### src/rtl/bp_be_fe_queue_rollback_fifo.sv
// Front-end queue with speculative read, commit and replay pointers.
// Entries stay resident until committed so the back end can rewind and reissue them.
module bp_be_fe_queue_rollback_fifo #(
    parameter int unsigned width_p = 64,
    parameter int unsigned els_p   = 8
) (
    input  logic               clk_i,
    input  logic               reset_i,
    input  logic [width_p-1:0] fe_queue_i,
    input  logic               fe_queue_v_i,
    output logic               fe_queue_ready_o,
    output logic [width_p-1:0] fe_queue_o,
    output logic               fe_queue_v_o,
    input  logic               fe_queue_yumi_i,
    input  logic               deq_i,
    input  logic               roll_i,
    input  logic               clr_i,
    output logic               empty_o
);

    localparam int unsigned idx_w = $clog2(els_p);
    localparam int unsigned ptr_w = idx_w + 1;

    logic [width_p-1:0] mem_q [els_p];
    logic [ptr_w-1:0]   wptr_q, wptr_d;
    logic [ptr_w-1:0]   rptr_q, rptr_d;
    logic [ptr_w-1:0]   cptr_q, cptr_d;
    logic [ptr_w-1:0]   cptr_next;
    logic               full;
    logic               enq;
    logic               yumi;

    // Full when write and commit share an index but differ in wrap bit
    assign full = (wptr_q[idx_w-1:0] == cptr_q[idx_w-1:0]) & (wptr_q[idx_w] != cptr_q[idx_w]);

    assign fe_queue_ready_o = ~full;
    assign fe_queue_v_o     = (rptr_q != wptr_q);
    assign empty_o          = (wptr_q == cptr_q);
    assign fe_queue_o       = mem_q[rptr_q[idx_w-1:0]];

    assign enq       = fe_queue_v_i & ~full & ~clr_i;
    assign yumi      = fe_queue_yumi_i & fe_queue_v_o & ~roll_i & ~clr_i;
    assign cptr_next = cptr_q + ptr_w'(deq_i);

    // Pointer next-state: clear beats roll; commit always advances
    always_comb begin
        wptr_d = wptr_q;
        rptr_d = rptr_q;
        cptr_d = cptr_next;
        if (clr_i) begin
            wptr_d = cptr_next;
            rptr_d = cptr_next;
        end else begin
            if (enq) begin
                wptr_d = wptr_q + ptr_w'(1);
            end
            if (roll_i) begin
                rptr_d = cptr_next;
            end else if (yumi) begin
                rptr_d = rptr_q + ptr_w'(1);
            end
        end
    end

    always_ff @(posedge clk_i) begin
        if (reset_i) begin
            wptr_q <= '0;
            rptr_q <= '0;
            cptr_q <= '0;
        end else begin
            wptr_q <= wptr_d;
            rptr_q <= rptr_d;
            cptr_q <= cptr_d;
        end
    end

    // Storage is not reset; only the pointers define which entries are live
    always_ff @(posedge clk_i) begin
        if (!reset_i && enq) begin
            mem_q[wptr_q[idx_w-1:0]] <= fe_queue_i;
        end
    end

endmodule

### config.mk
export PLATFORM = sky130hd
export DESIGN_NAME = bp_be_fe_queue_rollback_fifo
export DESIGN_NICKNAME = d
export VERILOG_FILES = /design/src/rtl/bp_be_fe_queue_rollback_fifo.sv
export SDC_FILE = /design/constraint.sdc
export NUM_CORES = 1
export LEC_CHECK = 0
export ABC_AREA = 1
export CAP_MARGIN = 20
export CORE_ASPECT_RATIO = 0.6
export CORE_UTILIZATION = 35
export DETAILED_ROUTE_END_ITERATION = 8
export PLACE_DENSITY_LB_ADDON = 0.25
export SYNTH_ARGS = -nofsm -noshare
export SYNTH_HDL_FRONTEND = slang
export SYNTH_SLANG_ARGS = --single-unit
### constraint.sdc
create_clock -name clk_i -period 9.3 [get_ports clk_i]
set_clock_uncertainty 0.15 [all_clocks]
set_input_delay 1.86 -clock clk_i [delete_from_list [all_inputs] [get_ports clk_i]]
set_output_delay 1.86 -clock clk_i [all_outputs]
set_load 0.05 [all_outputs]
== After elaboration in Yosys (flattened, before gate mapping) ==
Memory sizes are Yosys's and may differ from the RTL's. A register that Yosys moved wholly into a read port is not among the register bits.
Index checks and enable logic that the tools add are counted.
W data, S select, Z words.

* Bits in registers: 12
* Memory bits (writable): 512
* Bits of input ports: 71
* Output and inout port bits: 67
* Word-level logic and storage cells: 33
* Memories kept: 1

* Add/sub/neg operators: 3
* Equal/unequal tests: 4
* Muxes and demuxes: 9
* Bitwise logic cells: 9
* Reduce and logical (&&, ||, !) cells: 4

{| class="wikitable"
|+ Memory list
! name !! depth !! bits a word !! rd ports !! clocked after Yosys merged registers in !! write ports !! RTL line !! RTL
|-
| mem_q || 8 || 64 || 1 || 1 || 1 || 24 || <nowiki>logic [width_p-1:0] mem_q [els_p];</nowiki>
|}

{| class="wikitable"
|+ Operators with widths
! kind !! count
|-
| $mux W4 || 5
|-
| $add A4 B1 Y4 const B || 2
|-
| $and A1 B1 Y1 || 6
|-
| $mux W3 || 2
|-
| $add A4 B1 Y4 || 1
|-
| $eq A4 B4 Y1 || 1
|-
| $ne A4 B4 Y1 || 1
|-
| $eq A3 B3 Y1 || 1
|-
| $not A1 Y1 || 3
|-
| $reduce_bool A3 Y1 || 1
|-
| $mux W1 || 2
|-
| $reduce_bool A2 Y1 || 1
|-
| $logic_and A1 B1 Y1 || 1
|-
| $logic_not A1 Y1 || 1
|-
| $ne A1 B1 Y1 || 1
|}

== Depth between registers and ports, before layout ==
* Depth after elaboration: 9
* Gate-level depth with buffers: 11
* Mapped depth without buffers: 10

== Least setup slack after synthesis ==
OpenSTA, ideal clock, no wires.

* Path kind: input-to-reg
* Start: input clr_i
* End: memory mem_q[6][0], enable pin
* Setup time: 0.565 ns
* Data arrival time: 6.662 ns
* Data required time: 8.585 ns
* Path slack: 1.922 ns
* Cell stages on the path: 3
* Buffers on the path: 0
* Cells stage by stage: clkinv_1 > nand4_1 > nor3_1

* Word-level cells in the longest chain between the ends: 5

{| class="wikitable"
|+ RTL lines
! item !! RTL line !! RTL
|-
| from (decl) || 17 || <nowiki>input logic clr_i,</nowiki>
|-
| $not A1 Y1 || 41 || <nowiki>assign enq = fe_queue_v_i & ~full & ~clr_i;</nowiki>
|-
| $and A1 B1 Y1 || 41 ||
|-
| $logic_and A1 B1 Y1 || 79 || <nowiki>if (!reset_i && enq) begin</nowiki>
|-
| $mux W1 || 79 ||
|-
| $mux W1 (implied by the code) || 80 || <nowiki>mem_q[wptr_q[idx_w-1:0]] <= fe_queue_i;</nowiki>
|-
| to (decl) || 24 ||
|}

Every way passes these cells.

==> flow_summary.yaml <==
floorplan:
  fp-row-count: 68
  core-area_um2: 57940
  die_h_um: 190.4
  die-width_um: 316.0
  die_area_um2: 60160
  start_util_pct: 35.73
  boundaryPins: 138
global_routing:
  use_met2_pct: 24.37
  use_met3_pct: 2.980
  grt_max_degree: 257
  grt.busiest_layer: "met2"
  first_global_vias: 11970
  antenna_found_initial: 5
  met1_usage_pct: 23.47
  overflow: 0
  globalRouteTotalUtil_pct: 15.84
  grt_pass1_wl_mm: 73.33
worst_hold_path:
  hp-start: "wptr_q[3]"
  hp-class: "register to register"
synth:
  yosys.area_share.adder_pct: 0.2418
  syn_avg_cell_area_um2: 12.99
  syn_nets: 1669
  synth-simple-area-share_pct: 12.15
  synth_seq_cells: 527
  seq_area_frac_synth_pct: 75.72
  syn_inst: 1594
  synth_top_family_by_area: "simple AND/OR/NAND/NOR gates"
  syn_area_um2: 20700
  synth_mux_area_share_pct: 0.04835
  yosys.area_share.xor_xnor_pct: 0.2961
  synth-compound-area-share_pct: 8.872
  yosysWarnings: 0
  synth_cell_types: 22
critical_path:
  crit_family: "buffers and inverters"
  worstSetupEndpointType: "output pin"
  cp_max_fo: 215
  endpoint: "fe_queue_o[56]"
  rr_worst_depth: 7
  crit_top_cell: "nand2_1"
  regToRegSetupSlack_ps: 5100
  critical_path_depth: 6
  worst_ep_required_time_ps: 7290
  regToRegStartpoint: "wptr_q[0]"
  cp-start-kind: "register"
  timing.rr.end: "mem_q[3][30]"
  crit_arrival_ps: 3760
  criticalPathCategory: "register to output pin"
  path_buf_inv: 2
  critical_path.max_stage_delay_ps: 840
  crit_chain: "buf_12 -> nor2_1 -> o32ai_1 -> nand2_1 -> nand2_1 -> clkdlybuf4s50_1"
  slowest_stage: "clkdlybuf4s50_1"
cts:
  clkSlewWorstSetupHoldPaths_ps: 60
  hold_buffers: 0
  tritoncts: "yes"
  cts_max_path_buffers: 3
  post_cts_buffers: 0
  postCtsResizedCells: 0
  clock_latency_ps: 570
  htree_levels: 2
  clock-sinks: 527
  cts_root_buf: "clkbuf_16"
  cts_made_buffers: 51
cells_and_area:
  syn2layout_area_growth_pct: 17.65
  final_cell_mix: "edfxtp_1, nor2_1, nand2_1, clkdlybuf4s50_1, o21ai_0"
  layout.nets: 1776
  drive_gt1_share_pct: 5.460
  final_common_cell: "edfxtp_1"
detailed_routing:
  dr.pass1.iters: 5
  viasPerCell: 4.986
  drt_iter0_drc: 1004
  route.detailed.drc: 0
  routedWlPerCell_um: 19.16
  detail-route-antenna-nets: 0
  vias: 12520
  wl_mm: 48.11
placement:
  place_hpwl_mm: 24.57
  dpl_worst_slack_ps: 3414
  place.gp.congestion: 0.7925
  port_buffers: 137
timing:
  hold_viol_final: 0
  rsz0062_at_grt: "no"
  fmax_mhz: 173.2
  layout_setup_ws_ps: 3528
  slew-limit-headroom_pct: 13.98
  worst_pin_slew_ps: 1290
  setup_viol: 0
  maxSlewViolCount: 0
  finalCritPeriodShare_pct: 62.06
  post-route-min-period_ps: 5772
  setup_tns_ps: 0
power:
  p_per_area_nw_per_um2: 217.5
  power.leakage_nw: 8.027
  ir_worst_vdd_mv: 0.1271
flow_run:
  cap_violations: 0
run_status:
  status: "completed"
==> cells by family after synthesis <==
kind of cell	count (synthesis)
flip-flops	527
buffers and inverters	120
adder cells (fa/ha/maj)	4
XOR/XNOR	7
AND/OR/NAND/NOR	664
multiplexers	1
AO/OA/AOI/OAI	271
==> worst min path at each step <==
stage,cells past startpoint,slack [ps],end
6_report,2,410,wptr_q[3]
3_5_place_dp,2,390,wptr_q[3]
5_1_grt,2,440,wptr_q[3]
2_1_floorplan,2,350,wptr_q[3]
3_3_place_gp,2,400,wptr_q[3]
4_1_cts,2,410,wptr_q[3]
==> layer usage <==
metal / up-vias / share of wire [%]
li1: 6006 / -
met1: 6201 / 49
met2: 249 / 44
met3: 57 / 5.3
met4: 6 / 1.3
met5: - / 0.091
==> power by group <==
| group | switching, mW | total (mW) | internal [mW] |
|---|---|---|---|
| registers | 0.0153 | 2.64 | 2.63 |
| clock network | 0.851 | 1.95 | 1.10 |
| logic | 0.485 | 0.708 | 0.223 |
==> worst reg2reg max path, cell delays in order, from the launching register on <==
cell     delay [ps]
dfxtp_1         590
inv_1           190
nand2_1         100
nand2_1          70
nand4_1         150
nand4_1         700
nor2_4         1090
buf_4           750
==> state kept, by name (all words and copies together) (netlist names), named ones only <==
register  flops
rptr_q        4
mem_q       512
wptr_q        4
cptr_q        4
==> synth_stat cells <==
| cell type | number | area [um^2] |
|---|---|---|
| a21oi_1 | 10 | 50.05 |
| buf_1 | 5 | 18.77 |
| buf_2 | 38 | 190.2 |
| buf_4 | 1 | 7.510 |
| buf_6 | 7 | 78.83 |
| clkbuf_1 | 51 | 191.4 |
| clkinv_1 | 1 | 3.750 |
| dfxtp_1 | 15 | 300.3 |
| edfxtp_1 | 512 | 15370 |
| ha_1 | 4 | 50.05 |
| inv_1 | 16 | 60.06 |
| inv_2 | 1 | 3.750 |
| mux2i_1 | 1 | 10.01 |
| nand2_1 | 242 | 908.4 |
| nand3_1 | 13 | 65.06 |
| nand4_1 | 2 | 12.51 |
| nor2_1 | 406 | 1524 |
| nor3_1 | 1 | 5.000 |
| o21ai_0 | 133 | 665.6 |
| o32ai_1 | 128 | 1121 |
| xnor2_1 | 3 | 26.28 |
| xor2_1 | 4 | 35.03 |
==> cell type report <==
| class | count | area (um^2) |
|---|---|---|
| Timing Repair Buffer | 156 | 1559 |
| Fill cell | 5298 | 33580 |
| Clock buffer | 71 | 1351 |
| Tap cell | 770 | 963.4 |
| Clock inverter | 21 | 191.4 |
| Multi-Input combinational cell | 947 | 4531 |
| Inverter | 18 | 75.07 |
| Antenna cell | 1 | 2.502 |
| Sequential cell | 527 | 15680 |
==> through the flow <==
step | instances | power, mW | utilization, % | instance area, um^2 | hold slack (ps)
6_report | 2511 | 5.297 | 42.04 | 24360 | 406.2
5_1_grt | 2510 | 5.496 | 42.03 | 24350 | 442.6
4_1_cts | 2509 | 5.352 | 41.99 | 24330 | 405.7
3_5_place_dp | 2417 | 3.405 | 39.32 | 22780 | 394.4
3_3_place_gp | 2417 | 3.399 | 39.32 | 22780 | 400.8
2_1_floorplan | 1594 | 3.159 | - | 20700 | 345.0
(Power assumes the default switching activity.)
